==> src/rtl/program_counter_nest.sv <==
// program_counter_nest
// Instruction word-address generator for the AP instruction path. It advances
// sequentially through the program, stalls at each cache-refill window
// boundary, jumps to interrupt vectors, and returns through a small LIFO
// return-address stack, so interrupts can nest.
//
// Ports
//   clk, rst        : clock, asynchronous active-high reset
//   ins_inp_valid   : current instruction consumed, request advance
//   ins_cache_rdy   : cache can accept a new address
//   load_times      : number of cache windows loaded so far
//   int_req         : interrupt pulse, jmp_addr_pc sampled with it
//   jmp_addr_pc     : interrupt target byte address
//   ret_req         : return-from-interrupt pulse
//   addr_ins        : registered instruction word address
//   redirect        : one-cycle pulse after a jump or return took effect
//   window_stall    : addr_ins is parked on the current window boundary
//   ins_finish      : program end reached (sticky until reset)
//   stack_level     : current interrupt nesting depth
//   stack_ovf       : sticky, interrupt arrived while the stack was full
//   stack_unf       : sticky, return arrived while the stack was empty
//   retire_cnt      : retired-instruction counter (only with PC_RETIRE_CNT_EN)
//
// Optional build macro: PC_RETIRE_CNT_EN adds the retire_cnt output.
// SP_WIDTH must satisfy 2**SP_WIDTH > RAS_DEPTH.

module program_counter_nest #(
  parameter int ADDR_WIDTH_MEM  = 16,
  parameter int ISA_DEPTH       = 64,
  parameter int TOTAL_ISA_DEPTH = 128,
  parameter int DDR_ADDR_WIDTH  = 28,
  parameter int JMP_SHIFT       = 3,
  parameter int RAS_DEPTH       = 4,
  parameter int SP_WIDTH        = 3
) (
  input  logic                      clk,
  input  logic                      rst,
  input  logic                      ins_inp_valid,
  input  logic                      ins_cache_rdy,
  input  logic [9:0]                load_times,
  input  logic                      int_req,
  input  logic [DDR_ADDR_WIDTH-1:0] jmp_addr_pc,
  input  logic                      ret_req,
  output logic [ADDR_WIDTH_MEM-1:0] addr_ins,
  output logic                      redirect,
  output logic                      window_stall,
  output logic                      ins_finish,
  output logic [SP_WIDTH-1:0]       stack_level,
  output logic                      stack_ovf,
  output logic                      stack_unf
`ifdef PC_RETIRE_CNT_EN
  ,output logic [31:0]              retire_cnt
`endif
);

  localparam int AW = ADDR_WIDTH_MEM;
  // Compare width wide enough for the 26-bit window product, the address and
  // the program length; one spare bit so TOTAL_ISA_DEPTH == 2**AW still fits.
  localparam int CW = (AW > 26 ? AW : 26) + 1;
  // Jump vector is widened first so that a narrow DDR address zero-extends
  // into the word address instead of under-running the slice.
  localparam int JW = (DDR_ADDR_WIDTH > AW + JMP_SHIFT) ? DDR_ADDR_WIDTH : AW + JMP_SHIFT;
  localparam int RAS_SLOTS = 2 ** SP_WIDTH;

  typedef enum logic [1:0] {
    ST_START = 2'd0,
    ST_RUN   = 2'd1,
    ST_HALT  = 2'd2
  } state_t;

  state_t state, state_nxt;

  // ---------------------------------------------------------------------------
  // Address compares
  // ---------------------------------------------------------------------------
  logic [25:0]   win_bound;
  logic [CW-1:0] addr_x, bound_x, total_x;
  logic          at_bound, below_total, at_total;
  logic [AW-1:0] addr_inc;

  assign win_bound   = 26'(load_times) * 26'(ISA_DEPTH);
  assign addr_x      = CW'(addr_ins);
  assign bound_x     = CW'(win_bound);
  assign total_x     = CW'(TOTAL_ISA_DEPTH);
  assign at_bound    = (addr_x == bound_x);
  assign below_total = (addr_x <  total_x);
  assign at_total    = (addr_x == total_x);
  assign addr_inc    = addr_ins + AW'(1);   // wraps modulo 2**AW

  assign window_stall = (state == ST_RUN) && at_bound && below_total;
  assign ins_finish   = (state == ST_HALT);   // HALT is terminal, so sticky

  // ---------------------------------------------------------------------------
  // Jump target: byte address -> word address
  // ---------------------------------------------------------------------------
  logic [JW-1:0] jmp_ext;
  logic [AW-1:0] jmp_target;

  assign jmp_ext    = JW'(jmp_addr_pc) >> JMP_SHIFT;
  assign jmp_target = jmp_ext[AW-1:0];

  // ---------------------------------------------------------------------------
  // Return-address stack. Storage is sized to the full pointer range so any
  // pointer value indexes a real slot; only the low RAS_DEPTH slots are used.
  // ---------------------------------------------------------------------------
  logic [AW-1:0] ras [RAS_SLOTS];
  logic          stack_full, stack_empty;
  logic [SP_WIDTH-1:0] sp_top;

  assign stack_full  = (stack_level == SP_WIDTH'(RAS_DEPTH));
  assign stack_empty = (stack_level == '0);
  assign sp_top      = stack_level - SP_WIDTH'(1);

  // ---------------------------------------------------------------------------
  // Control FSM
  // ---------------------------------------------------------------------------
  logic do_push, do_pop, do_adv, set_ovf, set_unf;

  always_ff @(posedge clk or posedge rst) begin
    if (rst) state <= ST_START;
    else     state <= state_nxt;
  end

  // One action per cycle: int_req > ret_req > advance; losers are dropped.
  always_comb begin
    state_nxt = state;
    do_push   = 1'b0;
    do_pop    = 1'b0;
    do_adv    = 1'b0;
    set_ovf   = 1'b0;
    set_unf   = 1'b0;
    case (state)
      ST_START: state_nxt = ST_RUN;
      ST_RUN: begin
        if (at_total) begin
          // Program end reached: retire into HALT, no further actions.
          state_nxt = ST_HALT;
        end else if (int_req) begin
          if (stack_full) set_ovf = 1'b1;
          else            do_push = 1'b1;
        end else if (ret_req) begin
          if (stack_empty) set_unf = 1'b1;
          else             do_pop  = 1'b1;
        end else if (ins_inp_valid && ins_cache_rdy && below_total && !at_bound) begin
          do_adv = 1'b1;
        end
      end
      ST_HALT: state_nxt = ST_HALT;
      default: state_nxt = ST_START;
    endcase
  end

  // ---------------------------------------------------------------------------
  // Datapath
  // ---------------------------------------------------------------------------
  always_ff @(posedge clk or posedge rst) begin
    if (rst) begin
      addr_ins    <= '0;
      redirect    <= 1'b0;
      stack_level <= '0;
      stack_ovf   <= 1'b0;
      stack_unf   <= 1'b0;
    end else begin
      redirect <= do_push | do_pop;
      if (do_push) begin
        addr_ins    <= jmp_target;
        stack_level <= stack_level + SP_WIDTH'(1);
      end else if (do_pop) begin
        addr_ins    <= ras[sp_top];
        stack_level <= sp_top;
      end else if (do_adv) begin
        addr_ins    <= addr_inc;
      end
      if (set_ovf) stack_ovf <= 1'b1;
      if (set_unf) stack_unf <= 1'b1;
    end
  end

  // Stack contents are don't-care after reset, so no reset on the storage.
  always_ff @(posedge clk) begin
    if (do_push) ras[stack_level] <= addr_inc;
  end

`ifdef PC_RETIRE_CNT_EN
  // Counts sequential retirements and completed returns; free-running wrap.
  always_ff @(posedge clk or posedge rst) begin
    if (rst)                  retire_cnt <= '0;
    else if (do_adv | do_pop) retire_cnt <= retire_cnt + 32'd1;
  end
`endif

endmodule

==> config.mk <==
export PLATFORM = sky130hd
export DESIGN_NAME = program_counter_nest
export DESIGN_NICKNAME = d
export VERILOG_FILES = /design/src/rtl/program_counter_nest.sv
export SDC_FILE = /design/constraint.sdc
export NUM_CORES = 1
export LEC_CHECK = 0
export ABC_AREA = 1
export BUFFER_PORTS_ARGS = -buffer_cell sky130_fd_sc_hd__buf_4
export CORE_MARGIN = 4
export CORE_UTILIZATION = 40
export DETAILED_ROUTE_END_ITERATION = 8
export PLACE_DENSITY = 0.66
export SETUP_SLACK_MARGIN = 0.05
export SYNTH_ARGS = -nofsm -noshare
export SYNTH_HDL_FRONTEND = slang
export SYNTH_SLANG_ARGS = --single-unit
export TNS_END_PERCENT = 20
==> constraint.sdc <==
create_clock -name clk -period 4.4 [get_ports clk]
set_clock_uncertainty 0.2 [all_clocks]
set_input_delay 0.44 -clock clk [delete_from_list [all_inputs] [get_ports clk]]
set_output_delay 0.44 -clock clk [all_outputs]
set_load 0.01 [all_outputs]
# After elaboration in Yosys (flattened, before gate mapping)

Memories as Yosys holds them, arrays and structs flattened.
Cells that the tools add are included.

Add/subtract/negate cells: 3
Order comparisons: 1
Eq/ne operators: 6
Muxes and demuxes: 32
Bitwise gates (word level): 1
Reductions and logical operators: 10

Operator list:

| operator                | number |
|---|---|
| $mux W16                | 3 |
| $mux W1                 | 25 |
| $add A16 B1 Y16 const B | 1 |
| $eq A16 B16 Y1          | 1 |
| $eq A16 B8 Y1 const B   | 1 |
| $lt A16 B8 Y1 const B   | 1 |
| $mux W3                 | 2 |
| $pmux W2 S3             | 1 |
| $logic_and A1 B1 Y1     | 5 |
| $add A3 B1 Y3 const B   | 1 |
| $eq A3 B3 Y1 const B    | 1 |
| $logic_not A3 Y1        | 1 |
| $reduce_bool A3 Y1      | 1 |
| $sub A3 B1 Y3 const B   | 1 |
| $eq A2 B1 Y1 const B    | 1 |
| $eq A2 B2 Y1 const B    | 1 |
| $logic_not A2 Y1        | 1 |
| $mux W2                 | 1 |
| $ne A2 B2 Y1 const B    | 1 |
| $reduce_bool A2 Y1      | 1 |
| $logic_not A1 Y1        | 1 |
| $or A1 B1 Y1            | 1 |

Register bits after elaboration: 24
Memory bits (writable): 128
Input bits: 44
Logic and storage cells: 60
Memories: 1

Memories:

| memory | words | bits a word | rd ports | clocked after Yosys merged registers in | wr ports | RTL line | source |
|---|---|---|---|---|---|---|---|
| ras    | 8     | 16          | 1        | 0                                       | 1        | 106      | `logic [AW-1:0] ras [RAS_SLOTS];` |

# Logic depth before layout (Yosys ltp)

Gate-level depths: netlist of run 1.

Word-level depth: 11
Gate-level depth with buffers: 16
Gate-level depth less buffers: 12

# Worst setup path before layout of run 1

No wires, ideal clock.

Kind: flip-flop to flip-flop
From: register stack_level[0]
To: memory ras[0][0] (netlist name), enable pin
Data arrival time: 2551 ps
Required time: 3812 ps
Path slack: 1261 ps
Cell stages (with the launch flop): 13
Cell sequence: dfrtp_1 > inv_1 > buf_2 > buf_2 > ha_1 > nand2_1 > inv_1 > nor2_1 > nand3_2 > buf_6 > inv_1 > nand2_1 > nor2_1

Word-level cells in the longest chain between the ends: 7

RTL lines:

| item                          | RTL line | source |
|---|---|---|
| start: declaration            | 48       | `output logic [SP_WIDTH-1:0] stack_level,` |
| start signal: assignment      | 167      | `stack_level <= stack_level + SP_WIDTH'(1);` |
| start signal: assignment      | 170      | `stack_level <= sp_top;` |
| $eq A3 B3 Y1                  | 110      | `assign stack_full = (stack_level == SP_WIDTH'(RAS_DEPTH));` |
| $mux W1                       | 139      | `if (stack_full) set_ovf = 1'b1;` |
| $mux W1                       | 138      | `end else if (int_req) begin` |
| $mux W1                       | 135      | `if (at_total) begin` |
| $mux W1                       | 132      | `case (state)` |
| $mux W1                       | 181      | `if (do_push) ras[stack_level] <= addr_inc;` |
| $mux W1 (not written as such) | 181      |  |
| end: declaration              | 106      |  |

Several ways; a longest one is shown, not always the timed one.

# Worst setup path after layout of run 1

From: register stack_level[1]
To: memory ras[7][10] (netlist name), enable pin

Same word-level chain as after synthesis.

==> results of run 1 <==
metal layers:
| layer | up-vias | global-route usage |
|---|---|---|
| li1 | 2694 | - |
| met1 | 2576 | 0.246 |
| met2 | 153 | 0.282 |
| met3 | 16 | 0.0279 |
| met4 | 0 | 0.0486 |
| met5 | - | 0 |
power breakdown:
group | switching [mW] | internal (mW)
clock network | 0.561 | 0.947
logic | 1.72 | 0.782
registers | 0.188 | 1.91
total | 2.47 | 3.64
critical path, delay by kind of cell, from the launching register on:
kind,cells,cell delay [ns]
flops,1,0.42
buf+inv,4,0.69
fa+ha+maj,1,0.26
simple gates,5,1.12
cell type report:
class	count	area [µm²]	share of cell area
Clock buffer	20	437	0.0504
Multi-Input combinational cell	550	2620	0.302
Timing Repair Buffer	71	533	0.0615
Tap cell	229	287	0.0330
Clock inverter	12	175	0.0202
Sequential cell	152	4450	0.513
Inverter	47	176	0.0203
stage by stage:
| step | power [mW] | instances |
|---|---|---|
| detailed placement | 4.63 | 1049 |
| global route | 6.55 | 1081 |
| global placement | 4.60 | 1049 |
| floorplan | 3.88 | 786 |
| finish | 6.11 | 1081 |
| CTS | 6.14 | 1081 |
registers in the layout, indices dropped and copies added, names as in the netlist:
name,flops
state,2
addr_ins,16
stack_unf,1
redirect,1
ras,128
stack_level,3
stack_ovf,1
cells by family after synthesis:
| kind of cell | count (synthesis) | share of synthesized area |
|---|---|---|
| compound gates | 77 | 0.0550 |
| xor+xnor | 14 | 0.0189 |
| fa+ha+maj | 8 | 0.0134 |
| buf+inv | 84 | 0.0562 |
| flops | 152 | 0.594 |
| simple gates | 451 | 0.262 |
how the worst max path moves through the flow:
stage / startpoint / to / slack (ns) / cells after the start
CTS: stack_level[1] / ras[6][2] / 1.32 / 10
global route: stack_level[1] / ras[4][15] / 1.16 / 10
floorplan: stack_level[0] / ras[0][0] / 1.26 / 12
detailed placement: stack_level[1] / ras[6][14] / 1.36 / 10
finish: stack_level[1] / ras[7][10] / 1.35 / 10
global placement: stack_level[1] / ras[4][13] / 1.45 / 10
placed cells by master (no fill, tap or decap), drive strengths merged:
master    count
o22ai         1
dfrtp        24
nand2       261
nand4         7
nand3        50
clkinv        2
nor2        124
nand3b        1
o21bai        1
nor4          1
xnor2         3
clkinvlp      5
or2           4
xor2         11
nor3b         1
o21ai        72
inv          48
o221ai        1
nor3          2
buf          71
ha            8
bufinv        4
o211ai        1
o31ai         1
edfxtp      128
clkbuf       20
==> flow_metrics.env, run 1 <==
export IMPL_outcome="completed"
export IMPL_syn_nets=838
export IMPL_end_kind="flop"
export IMPL_antenna_found_initial=0
export IMPL_synth_edff_count=128
export IMPL_synth_area_leaders="edfxtp_1, nand2_1, dfrtp_1"
export IMPL_die_h_um=145
export IMPL_slew_violations=0
export IMPL_nets=891
export IMPL_synth_top_area_frac=0.514
export IMPL_drc_errors=0
export IMPL_ant_nets=0
export IMPL_worst_ep_required_time_ns=4.29
export IMPL_startpoint_type="flop"
export IMPL_clk_latency_ns=0.42
export IMPL_cp_arrival_ns=2.93
export IMPL_htree_num_levels=4
export IMPL_post_drt_wl_per_cell_um=16.6
export IMPL_fmax_mhz=328
export IMPL_io_buffers=55
export IMPL_rsz0062_at_grt="no"
export IMPL_globalplace_congestion=0.851
export IMPL_m1WireLength_um=8090
export IMPL_crit_chain="inv_1 -> ha_1 -> nand2_1 -> inv_1 -> nor2_1 -> nand3_2 -> inv_1 -> nand2_1 -> nor2_1 -> buf_4"
export IMPL_hold_viol=0
export IMPL_r2r_start="stack_level[1]"
export IMPL_synth_most_common_cell="nand2_1"
export IMPL_yosysSeqAreaShare=0.594
export IMPL_ir_drop_v=0.000397
export IMPL_wl_um=18000
export IMPL_syn_avg_cell_area_um2=9.52
export IMPL_netlist_instances=786
export IMPL_die_w_um=145
export IMPL_ys_ff_latch=152
export IMPL_yosys_warnings=0
export IMPL_path_class="flop to flop"
export IMPL_fin_setup_tns_ns=0
export IMPL_dr_first_iter_drc_count=469
export IMPL_synth_largest_area_cell="edfxtp_1"
export IMPL_place_hpwl_um=11100
export IMPL_period_needed_ns=3.05
export IMPL_cts_buffers_inserted=17
export IMPL_area_growth_pct=15.9
export IMPL_power_density_nw_per_um2=705
export IMPL_fin_crit_sh=0.692
export IMPL_yosys_top_cells_count="nand2_1, edfxtp_1, nor2_1"
export IMPL_dr_wl_met3_um=939
export IMPL_netlist_area_um2=7480
export IMPL_worstPathMaxFanout=23
export IMPL_grt_overflow=0
export IMPL_timing_rr_end="ras[7][10]"
export IMPL_fin_hold_ws_ns=0.0634
export IMPL_fp_coreArea_um2=18100
export IMPL_slew_headroom=0.189
export IMPL_r2r_cells=10
export IMPL_worst_pin_slew_ns=1.21
export IMPL_cellLeakagePower_nw=3.66
export IMPL_ctsResizeCount=0
export IMPL_dr_wl_met2_um=8710
export IMPL_stdcell_area_um2=8670
export IMPL_async_reset_ff_frac=0.158
export IMPL_via_per_inst=5.03
export IMPL_slowest_stage="nand3_2"
export IMPL_clk_pin_slew_ns=0.07
export IMPL_vias=5439
export IMPL_root_buffer="clkbuf_16"
export IMPL_place_ws_ns=1.36
export IMPL_rows=49
export IMPL_cts_num_sinks=152
export IMPL_ys_flop_type="edfxtp_1"
export IMPL_grt_pass1_vias=5012
export IMPL_io_pins=68
export IMPL_max_cap_violations=0
export IMPL_cts_setup_buffers=0
export IMPL_hold_buffers=0
export IMPL_grt_max_degree=68
export IMPL_cts_tree="yes"
export IMPL_critPathMostFrequentCell="inv_1"
export IMPL_initial_core_util=0.412
export IMPL_drive_above_1_share=0.160
export IMPL_setup_viol=0
export IMPL_min_path_type="input pin to asynchronous set/reset pin"
export IMPL_grt_first_pass_wirelength_um=27800
export IMPL_n_fill_cell=1696
export IMPL_insertedDiodeCount=0
export IMPL_setup_ws_ns=1.35
export IMPL_critical_path_max_stage_delay_ns=0.52
export IMPL_reg2reg_setup_slack_ns=1.35
export IMPL_final_util=0.478
export IMPL_first_pass_iters=5
export IMPL_grtUsageTotal=0.175
export IMPL_yosysUniqueCellTypes=38
export IMPL_cts_max_path_buffers=2
export IMPL_routed_top_layer="met4"
export IMPL_die_area_um2=21000
export IMPL_post_dp_cell_area_um2=8060
Note: power is estimated with default switching activity, not from simulation.
==> run 2: changes to the inputs <==
clock period = 2.9 ns   (was 4.4 ns; I/O delays follow)
==> run 2 against run 1 <==
Against the previous run:
- sequential cell count is the same
- sequential share of layout area is 0.99 points lower
- largest cell class unchanged
- maximum frequency increased by 18%
- utilization grew 0.94 points
- highest routed layer is now met5
- total power rose by 54%
- via count rose by 3.4%
- critical path depth unchanged
- worst setup slack worse by 1.0 ns
- routed wire length fell by 0.23%
- design area rose by 2.0%
- worst hold slack got worse by 0.027 ns
==> flow_metrics.env, run 2 (same netlist as run 1, synthesis figures left out) <==
export IMPL_outcome="completed"
export IMPL_cp_arrival_ns=2.50
export IMPL_nets=910
export IMPL_cp_buffers_inverters=4
export IMPL_crit_chain="inv_1 -> ha_1 -> nand2_1 -> inv_1 -> nor2_1 -> nand3_2 -> inv_1 -> nand2_1 -> nor2_2 -> buf_12"
export IMPL_cts_max_path_buffers=2
export IMPL_vias=5625
export IMPL_ir_drop_v=0.000630
export IMPL_hold_viol=0
export IMPL_die_area_um2=21000
export IMPL_insertedDiodeCount=0
export IMPL_cts_buffers_inserted=17
export IMPL_clk_pin_slew_ns=0.06
export IMPL_critical_path_max_stage_delay_ns=0.41
export IMPL_largest_register="ras"
export IMPL_clk_latency_ns=0.42
export IMPL_cellLeakagePower_nw=3.75
export IMPL_slew_headroom=0.317
export IMPL_reg_top3="ras: 128 flops, addr_ins: 16 flops, stack_level: 3 flops"
export IMPL_worstPathMaxFanout=14
export IMPL_place_hpwl_um=11500
export IMPL_hold_buffers=4
export IMPL_antenna_found_initial=1
export IMPL_worst_pin_slew_ns=1.02
export IMPL_largest_register_ffs=128
export IMPL_die_w_um=145
export IMPL_layout_commonest_cell="nand2_1"
export IMPL_via_per_inst=5.12
export IMPL_setup_viol=0
export IMPL_max_cap_violations=0
export IMPL_most_common_layout_cells="nand2_1, edfxtp_1, nor2_1"
export IMPL_root_buffer="clkbuf_16"
export IMPL_grtUsageTotal=0.178
export IMPL_initial_core_util=0.412
export IMPL_rsz0062_at_grt="no"
export IMPL_end_kind="flop"
export IMPL_dr_first_iter_drc_count=400
export IMPL_post_drt_wl_per_cell_um=16.3
export IMPL_place_ws_ns=0.362
export IMPL_rows=49
export IMPL_min_path_type="input pin to flop"
export IMPL_ant_nets=0
export IMPL_period_needed_ns=2.58
export IMPL_first_pass_iters=5
export IMPL_grt_pass1_vias=5450
export IMPL_io_pins=68
export IMPL_critPathMostFrequentCell="inv_1"
export IMPL_path_delay_family="simple AND/OR/NAND/NOR gates"
export IMPL_fmax_mhz=388
export IMPL_cts_tree="yes"
export IMPL_slew_violations=0
export IMPL_path_class="flop to flop"
export IMPL_fin_crit_sh=0.890
export IMPL_finalPower_mw=9.42
export IMPL_drc_errors=0
export IMPL_cts_setup_buffers=0
export IMPL_power_density_nw_per_um2=1070
export IMPL_grt_max_degree=68
export IMPL_setup_ws_ns=0.320
export IMPL_worst_ep_required_time_ns=2.82
export IMPL_area_growth_pct=18.2
export IMPL_slowest_stage="dfrtp_1"
export IMPL_cts_num_sinks=152
export IMPL_die_h_um=145
export IMPL_fp_coreArea_um2=18100
export IMPL_ctsResizeCount=0
export IMPL_fin_setup_tns_ns=0
export IMPL_startpoint_type="flop"
export IMPL_grt_first_pass_wirelength_um=28500
export IMPL_wl_um=17900
export IMPL_htree_num_levels=4
export IMPL_grt_overflow=0
export IMPL_globalplace_congestion=0.841
export IMPL_drive_above_1_share=0.183
export IMPL_io_buffers=55
run 2: worst register-to-register path, stage by stage, from the launching register on:
cell,delay [ns]
dfrtp_1,0.41
inv_1,0.13
ha_1,0.26
nand2_1,0.12
inv_1,0.04
nor2_1,0.25
nand3_2,0.13
inv_1,0.09
nand2_1,0.15
nor2_2,0.28
buf_12,0.20
run 2: stage by stage:
stage           util  instance area [µm²]  cells  hold slack [ns]
2_1_floorplan      -                 7500    786            0.105
3_3_place_gp   0.453                 8220   1064            0.271
3_5_place_dp   0.453                 8220   1064            0.264
4_1_cts        0.487                 8840   1099           0.0308
5_1_grt        0.487                 8840   1099           0.0431
6_report       0.487                 8840   1099           0.0363
run 2: final cells by class:
class | count | area, µm²
well taps | 229 | 287
clock buffers | 19 | 433
flip-flops and latches | 152 | 4450
clock inverters | 12 | 153
repair buffers | 90 | 711
fillers | 1671 | 9310
multi-input cells | 550 | 2640
inverters | 47 | 176
run 2: worst paths after layout:
path / start / end / slack, ns / cells after the start
worst max-delay path: stack_level[1] / ras[3][14] / 0.32 / 10
worst min-delay path: jmp_addr_pc[10] / addr_ins[7] / 0.04 / 4
worst max register to register: stack_level[1] / ras[3][14] / 0.32 / 10
worst min register to register: stack_ovf / stack_ovf / 0.28 / 2
max in group asynchronous: rst / stack_level[0] / 1.33 / 3
min in group asynchronous: rst / addr_ins[1] / 0.48 / 3
run 2: report_power, final:
part           internal, mW  switching (mW)  leakage (nW)
Sequential             2.89           0.225          1.46
Combinational          1.32            2.78          2.02
Clock                  1.35           0.855         0.277
Total                  5.56            3.86          3.75
run 2: metal layers:
layer	global-route usage	part of all wire	wire (µm)
met1	0.232	0.43	7750
met5	0	0.00045	8
met2	0.301	0.49	8860
met4	0.0658	0.021	371
met3	0.0292	0.054	961
